File: src/rtl/mips_tb_pkg.sv
// Shared types and constants for the MIPS program checker.
// The state enum is used by the checker FSM; word constants by the store.
package mips_tb_pkg;

  typedef enum logic [2:0] {
    S_IDLE,
    S_RST,
    S_RUN,
    S_CHECK,
    S_DONE
  } chk_state_t;

  localparam logic [31:0] NOP_WORD         = 32'h0000_0000;
  localparam logic [31:0] DEF_RESET_VECTOR = 32'hBFC0_0000;

endpackage

File: src/rtl/prog_rom.sv
// Program store: synchronous write, asynchronous read, fetch decode.
// Out-of-range or misaligned fetches return a NOP and flag a fault.
module prog_rom
  import mips_tb_pkg::*;
#(
  parameter int unsigned DEPTH = 64,
  parameter logic [31:0] BASE  = DEF_RESET_VECTOR,
  localparam int unsigned AW   = $clog2(DEPTH)
) (
  input  logic          clk,
  input  logic          wr_en,
  input  logic [AW-1:0] wr_addr,
  input  logic [31:0]   wr_data,
  input  logic [31:0]   rd_addr,
  input  logic          run,
  output logic [31:0]   rd_data,
  output logic          fetch_fault
);

  logic [31:0] mem_q [DEPTH];
  logic [31:0] off;
  logic        in_range;
  logic        aligned;
  logic        hit;

  // Contents survive reset so a loaded program can be rerun.
  always_ff @(posedge clk) begin
    if (wr_en) begin
      mem_q[wr_addr] <= wr_data;
    end
  end

  assign off      = rd_addr - BASE;
  assign in_range = (off >> (AW + 2)) == 32'd0;
  assign aligned  = off[1:0] == 2'b00;
  assign hit      = in_range & aligned;

  assign rd_data     = hit ? mem_q[off[AW+1:2]] : NOP_WORD;
  assign fetch_fault = run & ~hit;

endmodule

File: config.mk
export PLATFORM = sky130hd
export DESIGN_NAME = prog_rom
export DESIGN_NICKNAME = d
export VERILOG_FILES = /design/src/rtl/mips_tb_pkg.sv /design/src/rtl/prog_rom.sv
export SDC_FILE = /design/constraint.sdc
export NUM_CORES = 2
export LEC_CHECK = 0
export CORE_MARGIN = 1
export CORE_UTILIZATION = 56
export CTS_CLUSTER_SIZE = 20
export DETAILED_ROUTE_END_ITERATION = 6
export GPL_ROUTABILITY_DRIVEN = 0
export PLACE_DENSITY = 0.74
export SYNTH_ARGS = -nofsm -noshare
export SYNTH_HDL_FRONTEND = slang
export SYNTH_SLANG_ARGS = --single-unit
export TNS_END_PERCENT = 100
File: constraint.sdc
create_clock -name clk -period 3.3 [get_ports clk]
set_input_delay 0.33 -clock clk [delete_from_list [all_inputs] [get_ports clk]]
set_output_delay 0.33 -clock clk [all_outputs]
set_load 0.01 [all_outputs]
Yosys cells after proc, flatten, opt, wreduce, memory -nomap -nowiden
Memory sizes are Yosys's and may differ from the RTL's. Index checks and enable logic that the tools add are counted. Widths: inputs -> output; s select.

Input bits: 73. Memory bits (writable): 2048. Memories kept: 1. Bits in registers: 0.

Add/sub/neg operators: 1. Bitwise gates (word level): 3. Reductions and logical operators: 2. Multiplexer cells: 3.

Memories: mem_q (words 64, bits a word 32, read ports 1, clocked after Yosys merged registers in 0, write ports 1, RTL line prog_rom.sv:20) `logic [31:0] mem_q [DEPTH];`.

Operators by type and width (count): $logic_not 32->1 (1); $mux 32 (1); $sub 32x32->32 const B (1); $and 1x1->1 (2); $logic_not 2->1 (1); $mux 1 (2); $not 1->1 (1).

Longest topological paths before layout
Depth after elaboration: 5. Mapped depth: 12. Mapped depth without buffers: 6.

Least setup slack after synthesis
OpenSTA, ideal clock, no wires.

Path type: input-to-reg. Start: input port wr_addr[3]. End: memory mem_q[48][0], enable pin. Arrival: 3.055 ns. Data required time: 2.839 ns. Library setup time: 0.461 ns. Cell stages on the path: 4. Setup slack: -0.216 ns. Path through: clkbuf_1 nor2b_1 nand4b_1 nor3_1.

RTL lines: from (decl) (RTL line prog_rom.sv:12) `input logic [AW-1:0] wr_addr,`; to (decl) (RTL line prog_rom.sv:20).

Straight into the memory's write port.

Worst setup path in the final report
Start: memory mem_q[50][27]. End: output port rd_data[27].

Word-level cells in the longest chain between the ends: 2.

RTL lines: $mem_v2 64x32; $mux 32 (RTL line prog_rom.sv:38) `assign rd_data = hit ? mem_q[off[AW+1:2]] : NOP_WORD;`; to (decl) (RTL line prog_rom.sv:16) `output logic [31:0] rd_data,`.

Every way passes these cells.

==> flow_summary.toml <==
[placement]
dp_hpwl_um = 122000
port_buffers = 105
place_area_um2 = 86000

[die]
die_w_um = 377
core_um2 = 140000
start_util_pct = 56.5
io_pins = 106
row_count = 137
die_area_um2 = 142000
die_h_um = 377

[layout]
biggestRegsByFlops = "mem_q: 2048 flops"
multi_input_area_um2 = 17200
largest_reg_flops = 2048
largest-register = "mem_q"
stdcell_area_um2 = 92800
drive_gt1_share_pct = 33.5
regArea_um2 = 61500
synthToLayoutAreaGrowth_pct = 17.7
nets = 4065
fill_cells = 8427

[logic_synthesis]
netlist.area_leader.share_pct = 78.0
ys_seq_area_share_pct = 78.0
yosysUniqueCellTypes = 60
ys_top_cells_by_area = "edfxtp_1, mux4_2, mux4_1"
avgSynthCellArea_um2 = 22.9
ys_ff_latch = 2048
ys_top_cells_by_count = "edfxtp_1, mux4_2, mux2i_1"
async_flop_share_pct = 0
ys.warnings.count = 0
synth_cells = 3449
synth_edf_count = 2048
synth_nets = 3522
synth_area_um2 = 78900
synth_top_area_cell = "edfxtp_1"
yosysMostFrequentCell = "edfxtp_1"
ys.flop_type = "edfxtp_1"

[sta]
fin_crit_ns = 3.38
setup_slack_ns = -0.0804
worstMarginPinSlew_ns = 1.27
fin_crit_sh_pct = 102
fin_setup_tns_ns = -0.0804
max_freq_ghz = 0.296
whs_ns = 0.237
slew_violations = 0
maxSlewHeadroom_pct = 15.4
setup_viol_count_final = 1
rsz0062_at_grt = "yes"
hold_violations = 0

[detailed_routing]
drt_first_iter_violations = 5874
drc_errors = 0
wire_per_inst_um = 35.7
drt_first_pass_iters = 5
wl_um = 215000
vias = 40862
detail-route-antenna-nets = 0
vias_per_cell = 6.78

[clock_tree]
clk_path_buf_depth = 3
numCtsBuffers = 194
cts_tree = "yes"
clockRootBuffer = "clkbuf_16"
htree_levels = 4
clock-sinks = 2048
path_clk_slew_ns = 0.06

[global_route]
grt_overflow_total = 0
grt_pass1_vias = 41315
grt_max_degree = 65
grt_pass1_wl_um = 302000
grtUsageTotal_pct = 30.7
antenna_found_initial = 18

[power_and_ir_drop]
pwr_density_cell_nw_per_um2 = 580
p_leak_uw = 0.0297
finalPower_uw = 53800
power.switching_uw = 11400
vdd_drop_max_mv = 0.512
comb_power_share_pct = 5.7
sw_frac_of_total_pct = 21.1
clockPowerShare_pct = 40.7
seq_power_share_pct = 53.6
p_int_uw = 42500

[outcome]
status = "finished with violations"
violations = "setup timing"

[min_path]
worstHoldPathType = "input pin to register"

[flow_run]
cap_violations = 0

[setup_path]
crit_end = "rd_data[27]"
crit_required_ns = 2.97
crit_type = "register to output port"
endpoint_kind = "output port"
cp.arrival_ns = 3.05
startpoint = "mem_q[50][27]$_DFFE_PP_"
cp-start-kind = "register"
cp_max_fo = 1
[critical path: stages, from the launching register on]
cell and delay [ns]:
edfxtp_1 0.40, mux4_2 0.49, mux4_2 0.59, a21oi_4 0.29, a311o_1 0.19, a31oi_2 0.08, buf_2 0.19
[cells by family (layout without fill, tap and decap cells)]
logic type      after synthesis  after routing  synth area share (%)
other cells                   0              6                     0
flops                      2048           2048                  78.0
mux                         618            618                  16.0
compound gates              283            283                  2.58
simple gates                300            300                  1.76
buf+inv                     200            896                  1.65
[cell usage in the layout (no fill, tap or decap), drive strengths merged, types with 5 or more instances in the layout]
master	n
nor2	103
clkdlybuf4s50	32
a2111oi	9
and3	12
nor4	6
a221o	7
a21oi	38
and2	6
a31oi	17
edfxtp	2048
a221oi	39
nor2b	18
clkinv	95
a311oi	6
a211oi	13
buf	480
bufinv	19
diode	6
a22o	9
mux4	501
nor3	24
a22oi	69
nand2b	11
o21ai	36
dlygate4sd2	14
clkbuf	235
clkinvlp	6
nand2	81
o221ai	11
nand3	16
o22ai	12
inv	6
dlymetal6s2s	5
mux2i	113
[layer usage]
layer / GRT usage (%) / wire (um) / up-vias
li1: - / - / 15875
met1: 41.9 / 75500 / 21376
met2: 48.3 / 103000 / 3093
met3: 7.23 / 27500 / 502
met4: 12.5 / 9180 / 16
met5: 0 / 115 / -
[worst min path at each step]
stage | startpoint | endpoint | slack [ns] | depth (start not counted)
6_report | wr_data[30] | mem_q[46][30]$_DFFE_PP_ | 0.24 | 1
5_1_grt | wr_data[30] | mem_q[46][30]$_DFFE_PP_ | 0.24 | 1
4_1_cts | wr_data[30] | mem_q[46][30]$_DFFE_PP_ | 0.21 | 1
3_5_place_dp | wr_data[30] | mem_q[46][30]$_DFFE_PP_ | 1.08 | 1
3_3_place_gp | wr_data[30] | mem_q[46][30]$_DFFE_PP_ | 1.04 | 1
2_1_floorplan | wr_data[0] | mem_q[0][0]$_DFFE_PP_ | 0.43 | 0
[power groups by stage]
stage	sequential (uW)	clock (uW)	combinational, uW
3_5_place_dp	29400	0	2940
2_1_floorplan	29400	0	1440
5_1_grt	28900	23000	3190
6_report	28900	21900	3090
4_1_cts	28900	22100	3030
3_3_place_gp	29400	0	2890
[layout make-up]
type                            count  share of cell area, %
Sequential cell                  2048                   66.3
Multi-Input combinational cell   1201                   18.5
Timing Repair Buffer              541                   5.97
Clock buffer                      229                   5.44
Tap cell                         1876                   2.53
Clock inverter                    120                   1.24
Inverter                            6                 0.0351
Antenna cell                        6                 0.0162
[per-stage QoR]
stage	std cells	setup slack, ns	util, %
global placement	5677	-0.528	61.6
CTS	6023	-0.124	66.3
floorplan	3449	0.328	-
finish	6027	-0.0804	66.4
detailed placement	5677	-0.524	61.6
global route	6023	-0.0927	66.4
[repair_timing]
| action | in CTS | in global routing |
|---|---|---|
| pin swaps | 21 | 21 |
| cloned | 0 | 1 |
| buffers inserted | 2 | 0 |
| endpoints found under the hold margin | 0 | 0 |
| hold buffers | 0 | 0 |
| endpoints found under the setup margin | 32 | 23 |
| gates resized for setup | 158 | 58 |
(Power assumes the default switching activity.)
